==> config.mk <==
export PLATFORM = sky130hd
export DESIGN_NAME = i2cs
export DESIGN_NICKNAME = d
export VERILOG_FILES = /design/src/rtl/i2cs.sv
export SDC_FILE = /design/constraint.sdc
export NUM_CORES = 1
export LEC_CHECK = 0
export CORE_UTILIZATION = 51
export CTS_BUF_LIST = sky130_fd_sc_hd__clkbuf_2 sky130_fd_sc_hd__clkbuf_4 sky130_fd_sc_hd__clkbuf_8
export CTS_CLUSTER_SIZE = 30
export DETAILED_ROUTE_END_ITERATION = 10
export GPL_TIMING_DRIVEN = 1
export MAX_ROUTING_LAYER = met4
export PLACE_DENSITY = 0.86
export RECOVER_POWER = 100
export SLEW_MARGIN = 10
export SYNTH_ARGS = -nofsm -noshare
export SYNTH_HDL_FRONTEND = slang
export SYNTH_SLANG_ARGS = --single-unit
==> constraint.sdc <==
create_clock -name clk -period 2.3 [get_ports clk]
set_clock_uncertainty 0.15 [all_clocks]
set_input_delay 0.345 -clock clk [delete_from_list [all_inputs] [get_ports clk]]
set_output_delay 0.345 -clock clk [all_outputs]
set_load 0.05 [all_outputs]
==> src/rtl/i2cs.sv <==
// i2cs: I2C target (slave), 7-bit addressing, standard/fast mode.
// Decodes START/STOP, the device address, an 8-bit register pointer, write
// data and read requests. A byte-wide local register port lets an external
// register file be written (wr_valid/wr_addr/wr_data) and read
// (rd_addr -> rd_data, combinational).
//
// Parameters:
//   SLV_ADDR  7-bit device address matched against the byte after START.
//   FILT      glitch-filter depth in clk cycles; 0 bypasses the filter.
//
// Optional feature macro: I2CS_GCALL_EN (ACK the general-call address 8'h00).
//
// Ports:
//   clk, rst_n                  system clock (>= 16x SCL), async active-low reset
//   i2c_scl_i/_o/_oe            SCL pad triplet; never driven (no stretching)
//   i2c_sda_i/_o/_oe            SDA pad triplet; open drain, _oe=1 pulls low
//   wr_valid, wr_addr, wr_data  one-clk write strobe per received data byte
//   rd_addr, rd_data            current pointer and the data read from it
//   busy                        addressed: from address match to STOP or re-address
module i2cs #(
  parameter logic [6:0]  SLV_ADDR = 7'h50,
  parameter int unsigned FILT     = 3
) (
  input  logic       clk,
  input  logic       rst_n,
  input  logic       i2c_scl_i,
  output logic       i2c_scl_o,
  output logic       i2c_scl_oe,
  input  logic       i2c_sda_i,
  output logic       i2c_sda_o,
  output logic       i2c_sda_oe,
  output logic       wr_valid,
  output logic [7:0] wr_addr,
  output logic [7:0] wr_data,
  output logic [7:0] rd_addr,
  input  logic [7:0] rd_data,
  output logic       busy
);

  localparam int unsigned CW = 4;

  typedef enum logic [3:0] {
    S_IDLE, S_ADDR, S_ACK_A, S_PTR, S_ACK_P,
    S_WDATA, S_ACK_W, S_TX, S_MACK, S_IGNORE
  } state_e;

  // Two-flop synchronizers; reset to the idle (released) bus level.
  logic [1:0] scl_sync_q, sda_sync_q;
  always_ff @(posedge clk or negedge rst_n) begin
    if (!rst_n) begin
      scl_sync_q <= 2'b11;
      sda_sync_q <= 2'b11;
    end else begin
      scl_sync_q <= {scl_sync_q[0], i2c_scl_i};
      sda_sync_q <= {sda_sync_q[0], i2c_sda_i};
    end
  end

  logic scl_f, sda_f;

  // Stable filter: a new level is accepted only after FILT consecutive clks.
  if (FILT == 0) begin : g_nofilt
    assign scl_f = scl_sync_q[1];
    assign sda_f = sda_sync_q[1];
  end else begin : g_filt
    localparam int unsigned FW = (FILT < 2) ? 1 : $clog2(FILT);
    logic [FW-1:0] scl_cnt_q, sda_cnt_q;
    logic          scl_f_q, sda_f_q;
    always_ff @(posedge clk or negedge rst_n) begin
      if (!rst_n) begin
        scl_cnt_q <= '0;
        sda_cnt_q <= '0;
        scl_f_q   <= 1'b1;
        sda_f_q   <= 1'b1;
      end else begin
        if (scl_sync_q[1] == scl_f_q) begin
          scl_cnt_q <= '0;
        end else if (scl_cnt_q == FW'(FILT - 1)) begin
          scl_f_q   <= scl_sync_q[1];
          scl_cnt_q <= '0;
        end else begin
          scl_cnt_q <= scl_cnt_q + FW'(1);
        end
        if (sda_sync_q[1] == sda_f_q) begin
          sda_cnt_q <= '0;
        end else if (sda_cnt_q == FW'(FILT - 1)) begin
          sda_f_q   <= sda_sync_q[1];
          sda_cnt_q <= '0;
        end else begin
          sda_cnt_q <= sda_cnt_q + FW'(1);
        end
      end
    end
    assign scl_f = scl_f_q;
    assign sda_f = sda_f_q;
  end

  // Edge detection on the filtered lines.
  logic scl_p_q, sda_p_q;
  always_ff @(posedge clk or negedge rst_n) begin
    if (!rst_n) begin
      scl_p_q <= 1'b1;
      sda_p_q <= 1'b1;
    end else begin
      scl_p_q <= scl_f;
      sda_p_q <= sda_f;
    end
  end

  logic scl_rise, scl_fall, start_det, stop_det;
  assign scl_rise  =  scl_f & ~scl_p_q;
  assign scl_fall  = ~scl_f &  scl_p_q;
  assign start_det =  scl_f &  sda_p_q & ~sda_f;
  assign stop_det  =  scl_f & ~sda_p_q &  sda_f;

  state_e        state_q, state_d;
  logic [CW-1:0] bitcnt_q, bitcnt_d;
  logic [6:0]    shift_q, shift_d;
  logic [7:0]    ptr_q, ptr_d;
  logic [7:0]    wr_addr_q, wr_addr_d, wr_data_q, wr_data_d;
  logic          sda_oe_q, sda_oe_d, wr_valid_q, wr_valid_d;
  logic          busy_q, busy_d, rw_q, rw_d;

  logic [7:0] rx_byte;
  logic       addr_match;
  assign rx_byte = {shift_q, sda_f};
`ifdef I2CS_GCALL_EN
  assign addr_match = (rx_byte[7:1] == SLV_ADDR) || (rx_byte == 8'h00);
`else
  assign addr_match = (rx_byte[7:1] == SLV_ADDR);
`endif

  always_ff @(posedge clk or negedge rst_n) begin
    if (!rst_n) begin
      state_q    <= S_IDLE;
      bitcnt_q   <= '0;
      shift_q    <= '0;
      ptr_q      <= '0;
      wr_addr_q  <= '0;
      wr_data_q  <= '0;
      sda_oe_q   <= 1'b0;
      wr_valid_q <= 1'b0;
      busy_q     <= 1'b0;
      rw_q       <= 1'b0;
    end else begin
      state_q    <= state_d;
      bitcnt_q   <= bitcnt_d;
      shift_q    <= shift_d;
      ptr_q      <= ptr_d;
      wr_addr_q  <= wr_addr_d;
      wr_data_q  <= wr_data_d;
      sda_oe_q   <= sda_oe_d;
      wr_valid_q <= wr_valid_d;
      busy_q     <= busy_d;
      rw_q       <= rw_d;
    end
  end

  // Protocol FSM: bits sampled on SCL rise, SDA changed on SCL fall.
  always_comb begin
    state_d    = state_q;
    bitcnt_d   = bitcnt_q;
    shift_d    = shift_q;
    ptr_d      = ptr_q;
    wr_addr_d  = wr_addr_q;
    wr_data_d  = wr_data_q;
    sda_oe_d   = sda_oe_q;
    wr_valid_d = 1'b0;
    busy_d     = busy_q;
    rw_d       = rw_q;
    if (start_det) begin
      state_d  = S_ADDR;
      sda_oe_d = 1'b0;
      bitcnt_d = '0;
    end else if (stop_det) begin
      state_d  = S_IDLE;
      sda_oe_d = 1'b0;
      bitcnt_d = '0;
      busy_d   = 1'b0;
    end else begin
      case (state_q)
        S_ADDR, S_PTR, S_WDATA: begin
          if (scl_rise) begin
            shift_d = rx_byte[6:0];
            if (bitcnt_q == CW'(7)) begin
              bitcnt_d = '0;
              if (state_q == S_ADDR) begin
                busy_d  = addr_match;
                rw_d    = rx_byte[0];
                state_d = addr_match ? S_ACK_A : S_IGNORE;
              end else if (state_q == S_PTR) begin
                ptr_d   = rx_byte;
                state_d = S_ACK_P;
              end else begin
                wr_valid_d = 1'b1;
                wr_addr_d  = ptr_q;
                wr_data_d  = rx_byte;
                state_d    = S_ACK_W;
              end
            end else begin
              bitcnt_d = bitcnt_q + CW'(1);
            end
          end
        end
        // First fall after the byte starts the ACK, the next fall ends it.
        S_ACK_A, S_ACK_P, S_ACK_W: begin
          if (scl_fall) begin
            if (!sda_oe_q) begin
              sda_oe_d = 1'b1;
            end else begin
              sda_oe_d = 1'b0;
              bitcnt_d = '0;
              if (state_q == S_ACK_A) begin
                if (rw_q) begin
                  shift_d  = rd_data[6:0];
                  sda_oe_d = ~rd_data[7];
                  state_d  = S_TX;
                end else begin
                  state_d = S_PTR;
                end
              end else begin
                if (state_q == S_ACK_W) ptr_d = ptr_q + 8'd1;
                state_d = S_WDATA;
              end
            end
          end
        end
        // Bit 7 is already on the line at entry; remaining bits follow falls.
        S_TX: begin
          if (scl_rise) begin
            bitcnt_d = bitcnt_q + CW'(1);
          end else if (scl_fall) begin
            if (bitcnt_q == CW'(8)) begin
              sda_oe_d = 1'b0;
              bitcnt_d = '0;
              state_d  = S_MACK;
            end else begin
              sda_oe_d = ~shift_q[6];
              shift_d  = {shift_q[5:0], 1'b0};
            end
          end
        end
        // The pointer advances past every transmitted byte, ACKed or not.
        S_MACK: begin
          if (scl_rise) begin
            ptr_d    = ptr_q + 8'd1;
            bitcnt_d = CW'(1);
            if (sda_f) state_d = S_IGNORE;
          end else if (scl_fall && (bitcnt_q != '0)) begin
            shift_d  = rd_data[6:0];
            sda_oe_d = ~rd_data[7];
            bitcnt_d = '0;
            state_d  = S_TX;
          end
        end
        default: begin
          sda_oe_d = 1'b0;
        end
      endcase
    end
  end

  assign i2c_scl_o  = 1'b0;
  assign i2c_scl_oe = 1'b0;
  assign i2c_sda_o  = 1'b0;
  assign i2c_sda_oe = sda_oe_q;
  assign wr_valid   = wr_valid_q;
  assign wr_addr    = wr_addr_q;
  assign wr_data    = wr_data_q;
  assign rd_addr    = ptr_q;
  assign busy       = busy_q;

endmodule

==> results of run 1 <==
[sequential cells by signal (all words and copies together) (netlist names), 2 cells and up]
name / count
wr_data: 8
shift_q: 7
state_q: 4
g_filt.sda_cnt_q: 2
scl_sync_q: 2
g_filt.scl_cnt_q: 2
rd_addr: 8
wr_addr: 8
bitcnt_q: 4
sda_sync_q: 2
[cells in the mapped netlist (5+ instances only)]
cell type,instances,area share [%]
sky130_fd_sc_hd__o21ai_0,6,0.99
sky130_fd_sc_hd__a21oi_1,20,3.3
sky130_fd_sc_hd__dfstp_2,8,7.0
sky130_fd_sc_hd__mux2_4,7,3.5
sky130_fd_sc_hd__nor2_1,15,1.9
sky130_fd_sc_hd__inv_1,9,1.1
sky130_fd_sc_hd__buf_2,6,0.99
sky130_fd_sc_hd__nor3_1,5,0.83
sky130_fd_sc_hd__o21ai_1,9,1.5
sky130_fd_sc_hd__ha_1,5,2.1
sky130_fd_sc_hd__nand3b_1,6,1.5
sky130_fd_sc_hd__nand3_1,10,1.7
sky130_fd_sc_hd__mux2_1,14,5.2
sky130_fd_sc_hd__clkbuf_1,8,0.99
sky130_fd_sc_hd__dfrtp_1,47,39
sky130_fd_sc_hd__nand2_1,36,4.5
[timing repair]
action | 4_1_cts | 5_1_grt
resized for setup | 5 | 14
setup endpoints to repair | 2 | 31
hold buffers | 1 | 0
pin swaps | 1 | 5
cloned | 0 | 0
hold endpoints to repair | 17 | 0
setup buffers | 0 | 3
[logic make-up (layout without fill, tap and decap cells)]
| group | after synthesis | count (layout) |
|---|---|---|
| compound gates | 75 | 75 |
| xor+xnor | 3 | 3 |
| fa+ha+maj | 5 | 5 |
| buf+inv | 30 | 94 |
| flops | 55 | 55 |
| mux | 25 | 25 |
| other cells | 1 | 3 |
| simple gates | 104 | 104 |
[worst max-delay path: stages, from the launching register on]
cell,delay (ns)
sky130_fd_sc_hd__dfrtp_2,0.47
sky130_fd_sc_hd__or2_1,0.28
sky130_fd_sc_hd__o32ai_2,0.31
sky130_fd_sc_hd__o22ai_2,0.13
sky130_fd_sc_hd__buf_6,0.17
sky130_fd_sc_hd__or4b_4,0.51
sky130_fd_sc_hd__a21oi_2,0.14
[metal layers]
metal	track usage [%]	up-vias	part of all wire [%]
li1	-	1206	-
met1	36.9	1281	44
met2	42.3	112	48
met3	4.37	12	5.5
met4	5.64	0	1.5
met5	-	-	0
[cells in the final DEF, fill, tap and decap left out, types with 4 or more instances in the layout]
master,Yosys,final
sky130_fd_sc_hd__buf_4,4,35
sky130_fd_sc_hd__a21oi_1,20,19
sky130_fd_sc_hd__nand3_1,10,8
sky130_fd_sc_hd__clkbuf_8,0,6
sky130_fd_sc_hd__dfstp_2,8,8
sky130_fd_sc_hd__nor2_1,15,15
sky130_fd_sc_hd__mux2_4,7,7
sky130_fd_sc_hd__nand3b_1,6,6
sky130_fd_sc_hd__o21ai_1,9,9
sky130_fd_sc_hd__nand2_1,36,35
sky130_fd_sc_hd__clkdlybuf4s50_1,0,35
sky130_fd_sc_hd__nor3b_1,4,4
sky130_fd_sc_hd__nand2b_1,4,4
sky130_fd_sc_hd__dfrtp_1,47,44
sky130_fd_sc_hd__o21ai_0,6,6
sky130_fd_sc_hd__nor3_1,5,5
sky130_fd_sc_hd__mux2_1,14,14
sky130_fd_sc_hd__inv_1,9,9
[worst paths after layout]
kind | startpoint | endpoint | slack, ns
max in group asynchronous | rst_n | sda_sync_q[1]$_DFF_PN1_ | 0.96
min | sda_sync_q[0]$_DFF_PN1_ | sda_sync_q[1]$_DFF_PN1_ | 0.21
max reg2reg | state_q[0]$_DFFE_PN0P_ | bitcnt_q[1]$_DFFE_PN0P_ | 0.06
min in group asynchronous | rst_n | wr_addr[2]$_DFFE_PN0P_ | 0.35
min reg2reg | sda_sync_q[0]$_DFF_PN1_ | sda_sync_q[1]$_DFF_PN1_ | 0.21
max | state_q[0]$_DFFE_PN0P_ | bitcnt_q[1]$_DFFE_PN0P_ | 0.06
[stage by stage]
step	util (%)	TNS, ns	area [um2]	cells	setup slack (ns)
after floorplan	-	0	3030	300	0.0460
after global placement	65.0	0	3650	424	0.0575
after detailed placement	65.0	0	3650	424	0.0129
after CTS	67.3	0	3770	433	0.000872
after global routing	68.7	-0.0166	3850	436	-0.00650
final	68.7	0	3850	436	0.0578
[power by group through the flow]
stage          clock network [W]  logic, W  registers [W]
2_1_floorplan                  0   0.00126        0.00161
3_3_place_gp                   0   0.00210        0.00152
3_5_place_dp                   0   0.00214        0.00154
4_1_cts                 0.000591   0.00218        0.00153
5_1_grt                 0.000627   0.00250        0.00158
6_report                0.000575   0.00230        0.00154
[layout make-up]
cell class	count	area [um2]	share of cell area [%]
Multi-Input combinational cell	215	1560	40.4
Tap cell	72	90.1	2.34
Clock inverter	1	8.76	0.227
Inverter	10	37.5	0.974
Clock buffer	7	90.1	2.34
Sequential cell	55	1390	36.1
Timing Repair Buffer	76	679	17.6
==> results by group, run 1 <==
Timing
  – Share of the clock period used by the worst path: 97.5%
  – Final-report max-slew violation count: 0
  – Count of final setup violators: 0
  – Setup repair after global routing missed its margin: true
  – Max transition margin: 64.6%
  – Post-route minimum period: 2.24 ns
  – Max Clock Freq: 0.446 GHz
  – Hold Vio Cnt, Final: 0
  – Measured slew at the worst slew-check pin: 0.529 ns
  – Worst hold-check slack: 0.211 ns

Logic synthesis
  – Multiplexer area fraction after synthesis: 10.2%
  – Number of flip-flops and latches in the synthesized netlist: 55
  – Number of enable-type register cells in the synthesized netlist: 0
  – Unique masters post-synth: 70
  – Yosys warning total: 0
  – Fraction of the mapped netlist area in simple logic gates: 19.1%
  – Synth Area in Adders: 2.07%
  – Post-synthesis average cell area: 10.1 um2
  – Post-synthesis compound-gate area fraction: 16.8%
  – Ys flop type: sky130_fd_sc_hd__dfrtp_1
  – Cell count after synthesis: 298
  – Xor and xnor area share after synthesis: 0.870%
  – Post-synth ARST share: 100%
  – Combinational family with the most area after synthesis: simple AND/OR/NAND/NOR gates
  – Sequential fraction of the synthesis area: 45.9%
  – Netlist area before placement: 3020 um2

Pwr
  – Proportion of power drawn by flip-flops and latches: 34.9%
  – Part of the power in combinational logic: 52.1%
  – Final Power: 0.00442 W
  – Cell internal pwr: 0.00254 W
  – Switching power summed over all nets: 0.00189 W
  – Worst vdd ir: 0.000657 V
  – Leakage: 1.72 nW
  – P per Cell Area: 1150 nW/um2
  – Clock share of power: 13.0%
  – Share of total power consumed by net switching: 42.7%

Detailed routing
  – Count of nets left with antenna violations after detail routing: 0
  – Number of design-rule violations left by the first detailed-router iteration: 244
  – Routed WL: 7650 um
  – Via count of the routed design: 2611
  – Via/cell ratio: 5.99
  – Total DRC errors in the routed layout: 0
  – Post-detailed-route wirelength per cell: 17.5 um
  – Number of iterations in the first detailed-routing pass: 5

Place
  – Count of port buffers added during placement: 38
  – Routability congestion estimate from global placement: 0.966
  – Half-perimeter wire length after placement: 5510 um

GRT
  – GRT Residual Overflow: 0
  – Global-route wire length before repair: 12500 um
  – Maximum number of pins on one net before global-route repair: 22
  – Antenna violations before repair: 0
  – Overall track demand over capacity in global routing: 26.8%
  – Via count of the first global-routing pass: 2509

Floorplanning
  – Die Y-Extent: 78.9 um
  – Core region area: 5610 um2
  – Effective utilization at floorplan: 53.8%
  – Die width: 78.9 um
  – Total die area: 6230 um2
  – Number of placement rows: 27
  – I/O pins: 42

Clocking
  – Inserted Clock Buffers: 5
  – Clock sink count: 55
  – CTS tree: built
  – Master cell of the clock root buffer: sky130_fd_sc_hd__clkbuf_8
  – CTS max path bufs: 2
  – Clock slew at reported path FFs: 0.10 ns
  – CTS H-Tree Depth: 2
  – Skew-Pair Late Insertion Delay: 0.30 ns

Run
  – Maxcap violations: 0

Min path
  – Hold crit path type: flip-flop to flip-flop
  – Worst hold path cell count: 0

Setup path
  – Critical Path Source Type: flip-flop
  – Critical-path maximum fanout: 8
  – Arrival time at the worst endpoint: 2.32 ns
  – Crit path capture type: flip-flop
  – Req. time, crit path: 2.38 ns
  – Setup CP Type: flip-flop to flip-flop
  – Depth of the most critical reg-to-reg path: 6

Final layout
  – Fillers: 418
  – Antenna diode count: 0
  – Share of final-layout standard cells stronger than drive strength 1: 23.9%
  – Final layout net count: 380
  – P&R area growth vs syn: 27.7%

Run status
  – Result of the run: completed
No activity file was read; power rests on OpenSTA's default activity.
==> run 2: changes to the inputs <==
- SKIP_CTS_REPAIR_TIMING: not set -> 1
==> run 2 against run 1 <==
Net effect:
- the run now ends with negative setup slack left
- final cell count is 0.23% higher
- wire length decreased by 0.55%
- worst hold slack about the same
- first-iteration DRC count down 31%
==> results by group, run 2 (same netlist as run 1, synthesis figures left out) <==
Floorplanning
  – Total die area: 6230 um2
  – Die width: 78.9 um
  – Number of placement rows: 27
  – Core region area: 5610 um2
  – Effective utilization at floorplan: 53.8%
  – I/O pins: 42
  – Die Y-Extent: 78.9 um

Final layout
  – P&R area growth vs syn: 27.1%
  – Fin area: 3840 um2
  – Share of final-layout standard cells stronger than drive strength 1: 23.3%
  – Area taken by multi-input logic gates: 1550 um2
  – Antenna diode count: 0
  – Total area of sequential cells: 1390 um2
  – Fillers: 421
  – Most used cells in the layout excluding fill and tap cells: sky130_fd_sc_hd__dfrtp_1, sky130_fd_sc_hd__nand2_1, sky130_fd_sc_hd__buf_4, sky130_fd_sc_hd__dlygate4sd3_1, sky130_fd_sc_hd__a21oi_1
  – Most common cell after layout, fill and taps aside: sky130_fd_sc_hd__dfrtp_1
  – Final layout net count: 381

Clocking
  – Clock sink count: 55
  – Clock slew at reported path FFs: 0.09 ns
  – Inserted Clock Buffers: 5
  – CTS H-Tree Depth: 2
  – Skew-Pair Late Insertion Delay: 0.31 ns
  – CTS tree: built
  – CTS max path bufs: 2
  – Master cell of the clock root buffer: sky130_fd_sc_hd__clkbuf_8

Place
  – Post-place instance area: 3650 um2
  – Routability congestion estimate from global placement: 0.966
  – Half-perimeter wire length after placement: 5510 um
  – Count of port buffers added during placement: 38

Timing
  – Max Clock Freq: 0.431 GHz
  – Setup repair after global routing missed its margin: true
  – Final-report max-slew violation count: 0
  – Post-route minimum period: 2.32 ns
  – Measured slew at the worst slew-check pin: 0.987 ns
  – Final critical-path setup slack: -0.0221 ns
  – Count of final setup violators: 1
  – Share of the clock period used by the worst path: 101%
  – Hold Vio Cnt, Final: 0
  – Max transition margin: 34.2%

Setup path
  – Req. time, crit path: 2.35 ns
  – Setup CP Type: flip-flop to flip-flop
  – Crit-path slowest cell: sky130_fd_sc_hd__dfrtp_2
  – Crit-path most repeated cell: sky130_fd_sc_hd__buf_4
  – Cell-by-cell listing of the critical path: nor4b_4 > buf_4 > a211oi_2 > o21ba_2 > buf_4 > a211o_1 > o211a_1
  – Critical Path Source Type: flip-flop
  – Arrival time at the worst endpoint: 2.37 ns
  – Critical-path maximum fanout: 13
  – Largest incremental delay on the critical path: 0.51 ns
  – Crit path capture type: flip-flop

GRT
  – Maximum number of pins on one net before global-route repair: 22
  – Overall track demand over capacity in global routing: 26.8%
  – Via count of the first global-routing pass: 2511
  – Antenna violations before repair: 0
  – GRT Residual Overflow: 0
  – Global-route wire length before repair: 12500 um

Detailed routing
  – Number of iterations in the first detailed-routing pass: 7
  – Count of nets left with antenna violations after detail routing: 0
  – Via count of the routed design: 2586
  – Number of design-rule violations left by the first detailed-router iteration: 169
  – Routed WL: 7610 um
  – Post-detailed-route wirelength per cell: 17.4 um
  – Via/cell ratio: 5.92
  – Total DRC errors in the routed layout: 0

Pwr
  – Cell internal pwr: 0.00254 W
  – Proportion of power drawn by flip-flops and latches: 34.9%
  – Final Power: 0.00443 W
  – Leakage: 1.78 nW
  – Worst vdd ir: 0.000593 V
  – P per Cell Area: 1150 nW/um2
  – Share of total power consumed by net switching: 42.7%
  – Clock share of power: 13.2%
  – Switching power summed over all nets: 0.00189 W
  – Part of the power in combinational logic: 51.9%

Run status
  – Result of the run: complete, but fails checks
  – Violated checks: negative setup slack

Run
  – Maxcap violations: 0

Min path
  – Hold crit path type: flip-flop to flip-flop
==> run 2: cell count changes in the layout (fill, tap and decap cells not counted), moves of 3 or more <==
cell                              previous run  this run
sky130_fd_sc_hd__buf_4                      35        31
sky130_fd_sc_hd__clkbuf_1                    0         3
sky130_fd_sc_hd__clkdlybuf4s50_1            35        17
sky130_fd_sc_hd__dlygate4sd3_1               3        21
==> run 2: layer usage <==
metal  track usage, %  part of all wire, %
met2             42.3                   49
met1             36.9                   44
met5                -                    0
met4             5.82                  1.4
met3             4.25                  5.5
==> run 2: cell type report <==
cell class                 count  share of cell area [%]
clock buffer                   7                    2.35
clock inverter                 1                   0.228
inverter                      10                   0.978
multi-input combinational    215                    40.4
sequential                    55                    36.2
tap                           72                    2.35
timing repair buffer          77                    17.5
==> run 2: path summary, 6_finish.rpt <==
check                                             start                 endpoint  slack [ns]  depth (start not counted)
worst min-delay path            scl_sync_q[0]$_DFF_PN1_  scl_sync_q[1]$_DFF_PN1_        0.21                          0
worst min register to register  scl_sync_q[0]$_DFF_PN1_  scl_sync_q[1]$_DFF_PN1_        0.21                          0
worst max register to register   state_q[1]$_DFFE_PN0P_  bitcnt_q[0]$_DFFE_PN0P_       -0.02                          7
worst max-delay path             state_q[1]$_DFFE_PN0P_  bitcnt_q[0]$_DFFE_PN0P_       -0.02                          7
min in group asynchronous                         rst_n   wr_addr[2]$_DFFE_PN0P_        0.55                          2
max in group asynchronous                         rst_n  sda_sync_q[1]$_DFF_PN1_        0.36                          3
==> run 2: power groups by stage <==
stage | combinational (W) | clock, W | sequential (W)
final | 0.00230 | 0.000583 | 0.00155
after global routing | 0.00250 | 0.000635 | 0.00158
after CTS | 0.00215 | 0.000591 | 0.00152
after detailed placement | 0.00214 | 0 | 0.00154
after global placement | 0.00210 | 0 | 0.00152
after floorplan | 0.00126 | 0 | 0.00161
==> run 2: critical path: cells and delay by family (launching register included) <==
kind / cells / cell delay [ns]
flip-flops: 1 / 0.51
AO/OA/AOI/OAI: 4 / 0.79
buffers and inverters: 2 / 0.34
AND/OR/NAND/NOR: 1 / 0.42
==> run 2: per-stage QoR <==
| step | utilization (%) | hold slack (ns) | setup TNS (ns) | instances | worst slack [ns] |
|---|---|---|---|---|---|
| finish | 68.5 | 0.211 | -0.0221 | 437 | -0.0221 |
| global route | 68.5 | 0.219 | -0.436 | 437 | -0.0741 |
| CTS | 66.8 | -0.185 | -0.107 | 432 | -0.0966 |
| detailed placement | 65.0 | 0.154 | 0 | 424 | 0.0129 |
| global placement | 65.0 | 0.147 | 0 | 424 | 0.0575 |
| floorplan | - | -0.101 | 0 | 300 | 0.0460 |
==> run 3: changes to the inputs <==
- SETUP_SLACK_MARGIN: not set -> 0.05
==> run 3 against run 2 <==
Net effect:
- the run now ends clean
- setup slack improved by 0.039 ns
- die area did not move
- critical path depth down 1
- largest cell class unchanged
- clock power barely moved
==> results by group, run 3 (same netlist as run 1, synthesis figures left out) <==
Floorplanning
  – Die width: 78.9 um
  – Total die area: 6230 um2
  – Number of placement rows: 27
  – Core region area: 5610 um2
  – Die Y-Extent: 78.9 um
  – Effective utilization at floorplan: 53.8%
  – I/O pins: 42

Place
  – Routability congestion estimate from global placement: 1.01
  – Count of port buffers added during placement: 38
  – Half-perimeter wire length after placement: 5400 um

Setup path
  – Setup CP Type: flip-flop to flip-flop
  – Cell-by-cell listing of the critical path: ha_2 > and3b_1 > nand3_2 > or4b_4 > buf_4 > mux2_4
  – Arrival time at the worst endpoint: 2.35 ns
  – CP Launch Point: bitcnt_q[1]$_DFFE_PN0P_
  – Buf+Inv Stages, Crit Path: 1
  – Largest incremental delay on the critical path: 0.56 ns
  – Crit path capture type: flip-flop
  – Critical-path maximum fanout: 8
  – Critical Path Source Type: flip-flop
  – Req. time, crit path: 2.37 ns
  – Crit-path slowest cell: sky130_fd_sc_hd__or4b_4
  – Crit path max-delay family: simple AND/OR/NAND/NOR gates
  – Worst reg-to-reg setup slack: 0.02 ns
  – RR Startpoint: bitcnt_q[1]$_DFFE_PN0P_

Timing
  – Share of the clock period used by the worst path: 99.2%
  – Post-route minimum period: 2.28 ns
  – Count of final setup violators: 0
  – Setup repair after global routing missed its margin: true
  – Max transition margin: 14.6%
  – Hold Vio Cnt, Final: 0
  – Measured slew at the worst slew-check pin: 1.28 ns
  – Final-report max-slew violation count: 0
  – Max Clock Freq: 0.438 GHz
  – Setup TNS: 0 ns

Detailed routing
  – Number of design-rule violations left by the first detailed-router iteration: 205
  – Count of nets left with antenna violations after detail routing: 0
  – Total DRC errors in the routed layout: 0
  – Via count of the routed design: 2611
  – Routed length on met1: 3280 um
  – Routed WL: 7520 um
  – Metal2 WL: 3580 um
  – Post-detailed-route wirelength per cell: 17.1 um
  – Top sig layer: met4
  – Number of iterations in the first detailed-routing pass: 5
  – Via/cell ratio: 5.95
  – Total length of routed met3 wires: 432 um

Clocking
  – Inserted Clock Buffers: 5
  – CTS tree: built
  – CTS max path bufs: 2
  – CTS H-Tree Depth: 2
  – Clock sink count: 55
  – Skew-Pair Late Insertion Delay: 0.32 ns
  – Clock slew at reported path FFs: 0.10 ns
  – Master cell of the clock root buffer: sky130_fd_sc_hd__clkbuf_8

GRT
  – Overall track demand over capacity in global routing: 26.6%
  – Antenna violations before repair: 0
  – Via count of the first global-routing pass: 2516
  – Global-route wire length before repair: 12400 um
  – Maximum number of pins on one net before global-route repair: 56
  – GRT Residual Overflow: 0

Final layout
  – P&R area growth vs syn: 28.8%
  – Final layout net count: 383
  – Total area of sequential cells: 1390 um2
  – Fillers: 439
  – Antenna diode count: 0
  – Most common cell after layout, fill and taps aside: sky130_fd_sc_hd__dfrtp_1
  – Share of final-layout standard cells stronger than drive strength 1: 24.3%
  – Area taken by multi-input logic gates: 1570 um2
  – Most used cells in the layout excluding fill and tap cells: sky130_fd_sc_hd__dfrtp_1, sky130_fd_sc_hd__nand2_1, sky130_fd_sc_hd__clkdlybuf4s50_1, sky130_fd_sc_hd__buf_4, sky130_fd_sc_hd__a21oi_1

Pwr
  – Leakage: 1.74 nW
  – Worst vdd ir: 0.000649 V
  – P per Cell Area: 1140 nW/um2
  – Final Power: 0.00444 W

Run
  – Maxcap violations: 0

Min path
  – Beginning of the worst hold path: scl_sync_q[0]$_DFF_PN1_
  – Hold crit path type: flip-flop to flip-flop

Run status
  – Result of the run: completed
run 3: cell count changes in the layout (fill, tap and decap cells not counted), moves of 2 or more:
cell / previous run / this run
sky130_fd_sc_hd__ha_1: 4 / 2
sky130_fd_sc_hd__dfrtp_2: 3 / 1
sky130_fd_sc_hd__buf_12: 1 / 3
sky130_fd_sc_hd__clkdlybuf4s50_1: 17 / 35
sky130_fd_sc_hd__buf_4: 31 / 35
sky130_fd_sc_hd__dlygate4sd3_1: 21 / 2
sky130_fd_sc_hd__clkbuf_4: 2 / 0
sky130_fd_sc_hd__dfrtp_1: 44 / 46
sky130_fd_sc_hd__ha_2: 0 / 2
run 3: final timing paths:
check	depth (start not counted)	endpoint
worst max-delay path	6	wr_addr[3]$_DFFE_PN0P_
max in group asynchronous	2	state_q[1]$_DFFE_PN0P_
worst max register to register	6	wr_addr[3]$_DFFE_PN0P_
worst min-delay path	0	scl_sync_q[1]$_DFF_PN1_
min in group asynchronous	2	wr_addr[6]$_DFFE_PN0P_
worst min register to register	0	scl_sync_q[1]$_DFF_PN1_
run 3: area by class of cell:
cell class	instances	share of cell area (%)
Inverter	10	0.966
Multi-Input combinational cell	215	40.3
Sequential cell	55	35.7
Tap cell	72	2.32
Timing Repair Buffer	79	18.3
Clock buffer	6	2.12
Clock inverter	2	0.354
run 3: metrics by stage:
step	instances	setup slack [ns]	utilization (%)	cell area, um2	hold slack (ns)
2_1_floorplan	300	0.0612	-	3030	-0.101
3_3_place_gp	426	0.000699	65.5	3670	0.196
3_5_place_dp	426	0.0217	65.5	3670	0.197
4_1_cts	434	-0.00775	67.2	3770	0.0139
5_1_grt	439	-0.0698	69.3	3890	0.218
6_report	439	0.0174	69.3	3890	0.210
run 3: metal layers:
metal	vias up	global-route usage, %
met5	-	-
met4	0	10.2
met3	24	4.94
met2	102	41.5
met1	1272	34.5
li1	1213	-
run 3: where the power goes:
part,internal (W),leakage [nW],total (W),switching [W]
sequential,0.00123,0.711,0.00152,0.000299
clock,0.000247,0.0516,0.000584,0.000337
combinational,0.00105,0.977,0.00233,0.00128
total,0.00253,1.74,0.00444,0.00192
